===== src/rtl/uart_frame_parser.sv =====
// Assembles SYNC/ADDR/DATA/CHK command frames from the UART byte stream and
// issues register writes; bad checksums and inter-byte timeouts are dropped and counted.
module uart_frame_parser #(
  parameter logic [7:0] SYNC_BYTE      = 8'hA5,
  parameter int         TIMEOUT_CYCLES = 8370,
  parameter int         TO_W           = 16
) (
  input  logic       clk,
  input  logic       rst,
  input  logic [7:0] rx_data,
  input  logic       rx_valid,
  output logic       wr_en,
  output logic [7:0] wr_addr,
  output logic [7:0] wr_data,
  output logic       err_chk,
  output logic       err_timeout,
  output logic [7:0] err_count,
  output logic       busy
);

  typedef enum logic [1:0] {IDLE, ADDR, DATA, CHK} state_t;

  localparam logic [TO_W-1:0] TO_LAST = TO_W'(TIMEOUT_CYCLES - 1);

  state_t          state, state_nxt;
  logic [TO_W-1:0] to_cnt, to_cnt_nxt;
  logic [7:0]      addr_q, data_q;
  logic            ld_addr, ld_data;
  logic            pend_wr, pend_chk, pend_wr_nxt, pend_chk_nxt;
  logic            to_fire;

  always_comb begin
    state_nxt    = state;
    to_cnt_nxt   = to_cnt;
    ld_addr      = 1'b0;
    ld_data      = 1'b0;
    pend_wr_nxt  = 1'b0;
    pend_chk_nxt = 1'b0;
    to_fire      = 1'b0;
    if (state == IDLE) begin
      to_cnt_nxt = '0;
      if (rx_valid && rx_data == SYNC_BYTE) state_nxt = ADDR;
    end else if (rx_valid) begin
      // An arriving byte always beats an expiring timer.
      to_cnt_nxt = '0;
      case (state)
        ADDR: begin ld_addr = 1'b1; state_nxt = DATA; end
        DATA: begin ld_data = 1'b1; state_nxt = CHK;  end
        default: begin
          if (rx_data == (addr_q ^ data_q ^ 8'hFF)) pend_wr_nxt = 1'b1;
          else                                      pend_chk_nxt = 1'b1;
          state_nxt = IDLE;
        end
      endcase
    end else if (to_cnt == TO_LAST) begin
      to_fire    = 1'b1;
      to_cnt_nxt = '0;
      state_nxt  = IDLE;
    end else begin
      to_cnt_nxt = to_cnt + 1'b1;
    end
  end

  // The CHK verdict is staged one cycle so the strobe lands one clk after acceptance.
  always_ff @(posedge clk) begin
    if (rst) begin
      state       <= IDLE;
      to_cnt      <= '0;
      addr_q      <= '0;
      data_q      <= '0;
      pend_wr     <= 1'b0;
      pend_chk    <= 1'b0;
      wr_en       <= 1'b0;
      wr_addr     <= '0;
      wr_data     <= '0;
      err_chk     <= 1'b0;
      err_timeout <= 1'b0;
      err_count   <= '0;
      busy        <= 1'b0;
    end else begin
      state       <= state_nxt;
      busy        <= (state_nxt != IDLE);
      to_cnt      <= to_cnt_nxt;
      pend_wr     <= pend_wr_nxt;
      pend_chk    <= pend_chk_nxt;
      wr_en       <= pend_wr;
      err_chk     <= pend_chk;
      err_timeout <= to_fire;
      if (ld_addr) addr_q <= rx_data;
      if (ld_data) data_q <= rx_data;
      if (pend_wr) begin
        wr_addr <= addr_q;
        wr_data <= data_q;
      end
      if ((pend_chk || to_fire) && err_count != 8'hFF) err_count <= err_count + 8'd1;
    end
  end

endmodule


===== config.mk =====
export PLATFORM = sky130hd
export DESIGN_NAME = uart_frame_parser
export DESIGN_NICKNAME = d
export VERILOG_FILES = /design/src/rtl/uart_frame_parser.sv
export SDC_FILE = /design/constraint.sdc
export NUM_CORES = 1
export LEC_CHECK = 0
export CAP_MARGIN = 40
export CORE_ASPECT_RATIO = 1.4
export CORE_MARGIN = 2
export CORE_UTILIZATION = 49
export CTS_CLUSTER_DIAMETER = 80
export CTS_CLUSTER_SIZE = 10
export DETAILED_ROUTE_END_ITERATION = 7
export GPL_TIMING_DRIVEN = 1
export PLACE_DENSITY = 0.82
export RECOVER_POWER = 50
export SYNTH_ARGS = -nofsm -noshare
export SYNTH_HDL_FRONTEND = slang
export SYNTH_SLANG_ARGS = --single-unit

===== constraint.sdc =====
create_clock -name clk -period 2.25 [get_ports clk]
set_input_delay 0.45 -clock clk [delete_from_list [all_inputs] [get_ports clk]]
set_output_delay 0.45 -clock clk [all_outputs]
set_load 0.05 [all_outputs]

==> results of run 1 <==
==> registers in the layout, indices dropped and copies added (netlist names), 2 cells and up <==
| register | count |
|---|---|
| to_cnt | 16 |
| wr_addr | 8 |
| err_count | 8 |
| addr_q | 8 |
| state | 2 |
| wr_data | 8 |
| data_q | 8 |
==> final cells by class <==
class,count,area share
Timing Repair Buffer,53,0.139
Clock inverter,6,0.0257
Clock buffer,10,0.0382
Inverter,8,0.00834
Sequential cell,64,0.357
Multi-Input combinational cell,219,0.408
Tap cell,68,0.0236
==> synth_stat cells, drive strengths merged, types with 4 or more instances <==
library cell	instances	share of area
xor2	13	0.040
xnor2	16	0.050
and3	5	0.011
nand2	25	0.033
mux2i	17	0.060
clkbuf	9	0.016
ha	6	0.027
inv	8	0.011
o21ai	4	0.0071
nor2b	4	0.0089
nor2	43	0.060
nand4	6	0.021
a21oi	20	0.035
dfxtp	64	0.45
and2	4	0.0093
buf	4	0.0071
nand3	17	0.030
==> through the flow <==
stage | power, W | hold slack, ns
finish | 0.00232 | 0.493
global route | 0.00239 | 0.517
floorplan | 0.00119 | 0.430
CTS | 0.00234 | 0.495
global placement | 0.00123 | 0.472
detailed placement | 0.00123 | 0.483
==> kinds of logic (layout without fill, tap and decap cells) <==
kind of cell / Yosys count / after routing / share of synthesized area
flops: 64 / 64 / 0.454
simple gates: 126 / 126 / 0.236
compound gates: 39 / 39 / 0.0901
fa+ha+maj: 6 / 6 / 0.0266
xor+xnor: 29 / 29 / 0.0901
buf+inv: 21 / 77 / 0.0333
mux: 19 / 19 / 0.0697
==> layer usage <==
layer  track usage  part of all wire
met1         0.228              0.39
met2         0.366              0.55
met5             0                 0
met4         0.118             0.033
met3        0.0384             0.030
==> worst max-delay path, cell delays in order, from the launching register on <==
cell and delay (ns):
dfxtp_2 0.33, inv_2 0.06, ha_4 0.11, or3b_4 0.38, o41a_1 0.49, nor3b_2 0.21, and3_1 0.20, mux2_4 0.30
==> path summary, 6_finish.rpt <==
| kind | startpoint | to | slack (ns) |
|---|---|---|---|
| worst min register to register | wr_data[6] | wr_data[6] | 0.49 |
| worst max-delay path | to_cnt[1] | err_count[4] | 0.06 |
| worst min-delay path | wr_data[6] | wr_data[6] | 0.49 |
| worst max register to register | to_cnt[1] | err_count[4] | 0.06 |
==> power by group <==
part | internal [W] | switching (W)
logic | 0.0000350 | 0.0000351
clock network | 0.000657 | 0.000462
registers | 0.00113 | 0.0000000672
==> repair_timing <==
action                                  CTS  global route
setup buffers                             0             1
endpoints found under the hold margin     0             0
resized for setup                         0             8
endpoints found under the setup margin    1             1
pin swaps                                 1             2
==> results_dict.tcl, run 1 <==
set metrics [dict create \
    outcome "finished, final reports clean" \
    final_common_cell "dfxtp_1" \
    clk_pin_slew_ns 0.07 \
    syn2layout_area_growth_pct 27.6 \
    grt_pass1_vias 2263 \
    layout_common_cells "dfxtp_1 (62), nor2_1 (42), clkdlybuf4s50_1 (37)" \
    slew_headroom 0.648 \
    synth.distinct_cells 56 \
    worst-endpoint-arrival_ns 2.42 \
    wl_per_cell_um 14.2 \
    numCtsBuffers 9 \
    finalWorstSetupSlack_ns 0.0638 \
    io_pins 39 \
    synth_edf_count 0 \
    drive_gt1_frac 0.133 \
    ys_ff_latch 64 \
    tightest_slew_ns 0.527 \
    wirelength_um 6100 \
    die_w_um 68.1 \
    final_util 0.651 \
    fp.dieH_um 93.8 \
    dp.cells 411 \
    async_flop_share 0 \
    holdPathStages 2 \
    overflow 0 \
    hold_violations 0 \
    syn_inst 304 \
    crit_required_ns 2.48 \
    root_buffer "clkbuf_8" \
    min_period_ns 2.19 \
    yosysWarnings 0 \
    placed_cell_area_sq_um 3340 \
    drt-initial-drc-count 78 \
    cts_tree "yes" \
    cp-start-kind "flip-flop" \
    stdcell_count 428 \
    grt_usage 0.209 \
    cts_max_path_buffers 2 \
    nets 372 \
    fmax_mhz 457 \
    yosysSeqAreaShare 0.454 \
    clk_latency_ns 0.35 \
    coreArea_sq_um 5530 \
    synth_flop_cell "dfxtp_1" \
    n_fill_cell 453 \
    path_class "flip-flop to flip-flop" \
    seqCellArea_sq_um 1280 \
    grt_max_degree 52 \
    multiInputGateArea_sq_um 1470 \
    hold_path.class "flip-flop to flip-flop" \
    crit_fanout 2 \
    min_period_over_period 0.972 \
    n_antenna_cell 0 \
    dieArea_sq_um 6390 \
    setup_violations 0 \
    first_pass_iters 4 \
    gp_congestion 0.810 \
    place_ws_ns -0.0474 \
    rows 32 \
    ctsHoldBuffers 0 \
    final_area_sq_um 3600 \
    tns_ns 0 \
    grt_pass1_wl_um 10000 \
    cts.sinks 64 \
    dp_hpwl_um 4320 \
    syn_area_per_cell_sq_um 9.28 \
    rr_worst_depth 7 \
    antenna_left 0 \
    htree_levels 3 \
    port_buffers 38 \
    vdd_ir_drop_max_v 0.000487 \
    leakage_nw 1.29 \
    dr_total_vias 2316 \
    start_util 0.510 \
    finalMaxSlewViolations 0 \
    maxCapViolCount 0 \
    power.density_nw_per_um2 645 \
    finClkSkew_ns 0.0109 \
    netlist_area_sq_um 2820 \
    synth_fp_nets 321 \
    critPathCaptureType "flip-flop" \
    antenna_found_initial 0 \
    via_per_inst 5.41 \
    route.detailed.drc 0 \
]
(Power assumes the default switching activity.)
==> run 2, diff against run 1 <==
Settings changed: CORE_UTILIZATION 49 to 51, CTS_BUF_LIST set to sky130_fd_sc_hd__clkbuf_4 sky130_fd_sc_hd__clkbuf_8, PLACE_DENSITY 0.82 to 0.85.
==> results_dict.tcl, run 2 (synthesized netlist as in run 1, its figures left out) <==
set metrics [dict create \
    stdcell_count 430 \
    leakage_nw 1.31 \
    p_sw_w 0.000470 \
    numCtsBuffers 9 \
    multiInputGateArea_sq_um 1460 \
    vdd_ir_drop_max_v 0.000653 \
    wl_per_cell_um 13.7 \
    n_antenna_cell 0 \
    rr_worst_depth 5 \
    grt_max_degree 23 \
    min_period_over_period 0.967 \
    path_class "flip-flop to flip-flop" \
    seqCellArea_sq_um 1280 \
    internal_power_w 0.00181 \
    crit_required_ns 2.48 \
    dp.cells 413 \
    top_register "to_cnt" \
    cp-start-kind "flip-flop" \
    dr_total_vias 2278 \
    fmax_mhz 460 \
    via_per_inst 5.30 \
    r2r-end "err_count[4]" \
    first_pass_iters 4 \
    outcome "finished, final reports clean" \
    n_fill_cell 435 \
    htree_levels 3 \
    min_period_ns 2.18 \
    hold_violations 0 \
    slowest_stage "or4_4" \
    maxCapViolCount 0 \
    grt_pass1_vias 2309 \
    combPwrFrac 0.029 \
    r2r-start "to_cnt[14]" \
    grt_pass1_wl_um 9750 \
    start_util 0.522 \
    setup_violations 0 \
    crit_chain "or4_4 -> o41a_1 -> nor3b_2 -> and3_1 -> mux2_1" \
    p_seq_frac 0.496 \
    fp.dieH_um 92.0 \
    antenna_found_initial 0 \
    port_buffers 38 \
    cp-startpoint "to_cnt[14]" \
    regToRegSetupSlack_ns 0.07 \
    slew_headroom 0.553 \
    crit_end "err_count[4]" \
    total_power_w 0.00228 \
    p_sw_frac 0.206 \
    antenna_left 0 \
    finalMaxSlewViolations 0 \
    critPathCaptureType "flip-flop" \
    tightest_slew_ns 0.671 \
    power.density_nw_per_um2 639 \
    grt_usage 0.204 \
    final_common_cell "dfxtp_1" \
    io_pins 39 \
    coreArea_sq_um 5410 \
    drive_gt1_frac 0.119 \
    route.detailed.drc 0 \
    rows 32 \
    dp_hpwl_um 4310 \
    pwr-share-clk 0.475 \
    ctsHoldBuffers 0 \
    clk_latency_ns 0.34 \
    syn2layout_area_growth_pct 26.7 \
    cts_max_path_buffers 2 \
    overflow 0 \
    wirelength_um 5880 \
    root_buffer "clkbuf_8" \
    nets 374 \
    crit_fanout 3 \
    worst-endpoint-arrival_ns 2.40 \
    hold_path.class "flip-flop to flip-flop" \
    crit_path_max_incr_delay_ns 0.52 \
    die_w_um 66.8 \
    dieArea_sq_um 6150 \
    drt-initial-drc-count 88 \
    layout_common_cells "dfxtp_1 (64), nor2_1 (42), clkdlybuf4s50_1 (30)" \
    cts_tree "yes" \
    cts.sinks 64 \
    clk_pin_slew_ns 0.07 \
    finClkSkew_ns 0.00663 \
    gp_congestion 0.801 \
    largest_register_ff_count 16 \
]
## run 2: cell count changes in the layout (fill, tap and decap cells not counted), moves of 2 or more
cell,delta
clkdlybuf4s50_1,-7
clkinv_2,+3
dlygate4sd3_1,+7
clkinv_4,-2
dfxtp_2,-2
dfxtp_1,+2
## run 2: routing by layer
metal | up-vias | GRT usage | wire (um)
li1 | 1149 | - | -
met1 | 1061 | 0.216 | 2330
met2 | 46 | 0.366 | 3220
met3 | 22 | 0.0552 | 173
met4 | 0 | 0.0901 | 163
met5 | - | 0 | 0
## run 2: worst max-delay path: cells and delay by family (launching register included)
family / cells / cell delay, ns
AOI/OAI and AO/OA: 1 / 0.50
DFF: 1 / 0.33
muxes: 1 / 0.31
and+or+nand+nor: 3 / 0.93
## run 2: layout make-up
class	instances	share of cell area
timing repair buffer	55	0.139
clock buffer	10	0.0385
sequential	64	0.359
inverter	8	0.00841
clock inverter	6	0.0231
tap	68	0.0238
multi-input combinational	219	0.408
## run 2: power groups by stage
| stage | Clock [W] | Combinational [W] | Sequential, W |
|---|---|---|---|
| 2_1_floorplan | 0 | 0.0000308 | 0.00116 |
| 3_3_place_gp | 0 | 0.0000672 | 0.00116 |
| 3_5_place_dp | 0 | 0.0000676 | 0.00116 |
| 4_1_cts | 0.00109 | 0.0000678 | 0.00113 |
| 5_1_grt | 0.00114 | 0.0000711 | 0.00113 |
| 6_report | 0.00108 | 0.0000658 | 0.00113 |
## run 2: per-stage QoR
step	setup TNS, ns	area [sq um]	utilization	worst slack [ns]	hold WS, ns
detailed placement	-0.0218	3340	0.618	-0.0218	0.481
floorplan	0	2820	-	0.0189	0.430
finish	0	3570	0.661	0.0737	0.488
CTS	0	3560	0.659	0.0310	0.490
global placement	0	3340	0.618	0.0281	0.473
global route	-0.0171	3570	0.661	-0.0171	0.514
## run 2: what timing repair did
action,in CTS,in global routing
buffers inserted,0,1
pin swaps,1,3
resized for setup,0,3
endpoints found under the hold margin,0,0
setup endpoints to repair,1,4
cloned,0,0
## run 2: worst min path at each step
stage	startpoint	end	slack, ns	depth (start not counted)
2_1_floorplan	to_cnt[0]	to_cnt[0]	0.43	1
5_1_grt	addr_q[7]	addr_q[7]	0.51	2
3_5_place_dp	data_q[4]	data_q[4]	0.48	2
4_1_cts	data_q[4]	data_q[4]	0.49	2
3_3_place_gp	addr_q[3]	addr_q[3]	0.47	2
6_report	data_q[4]	data_q[4]	0.49	2
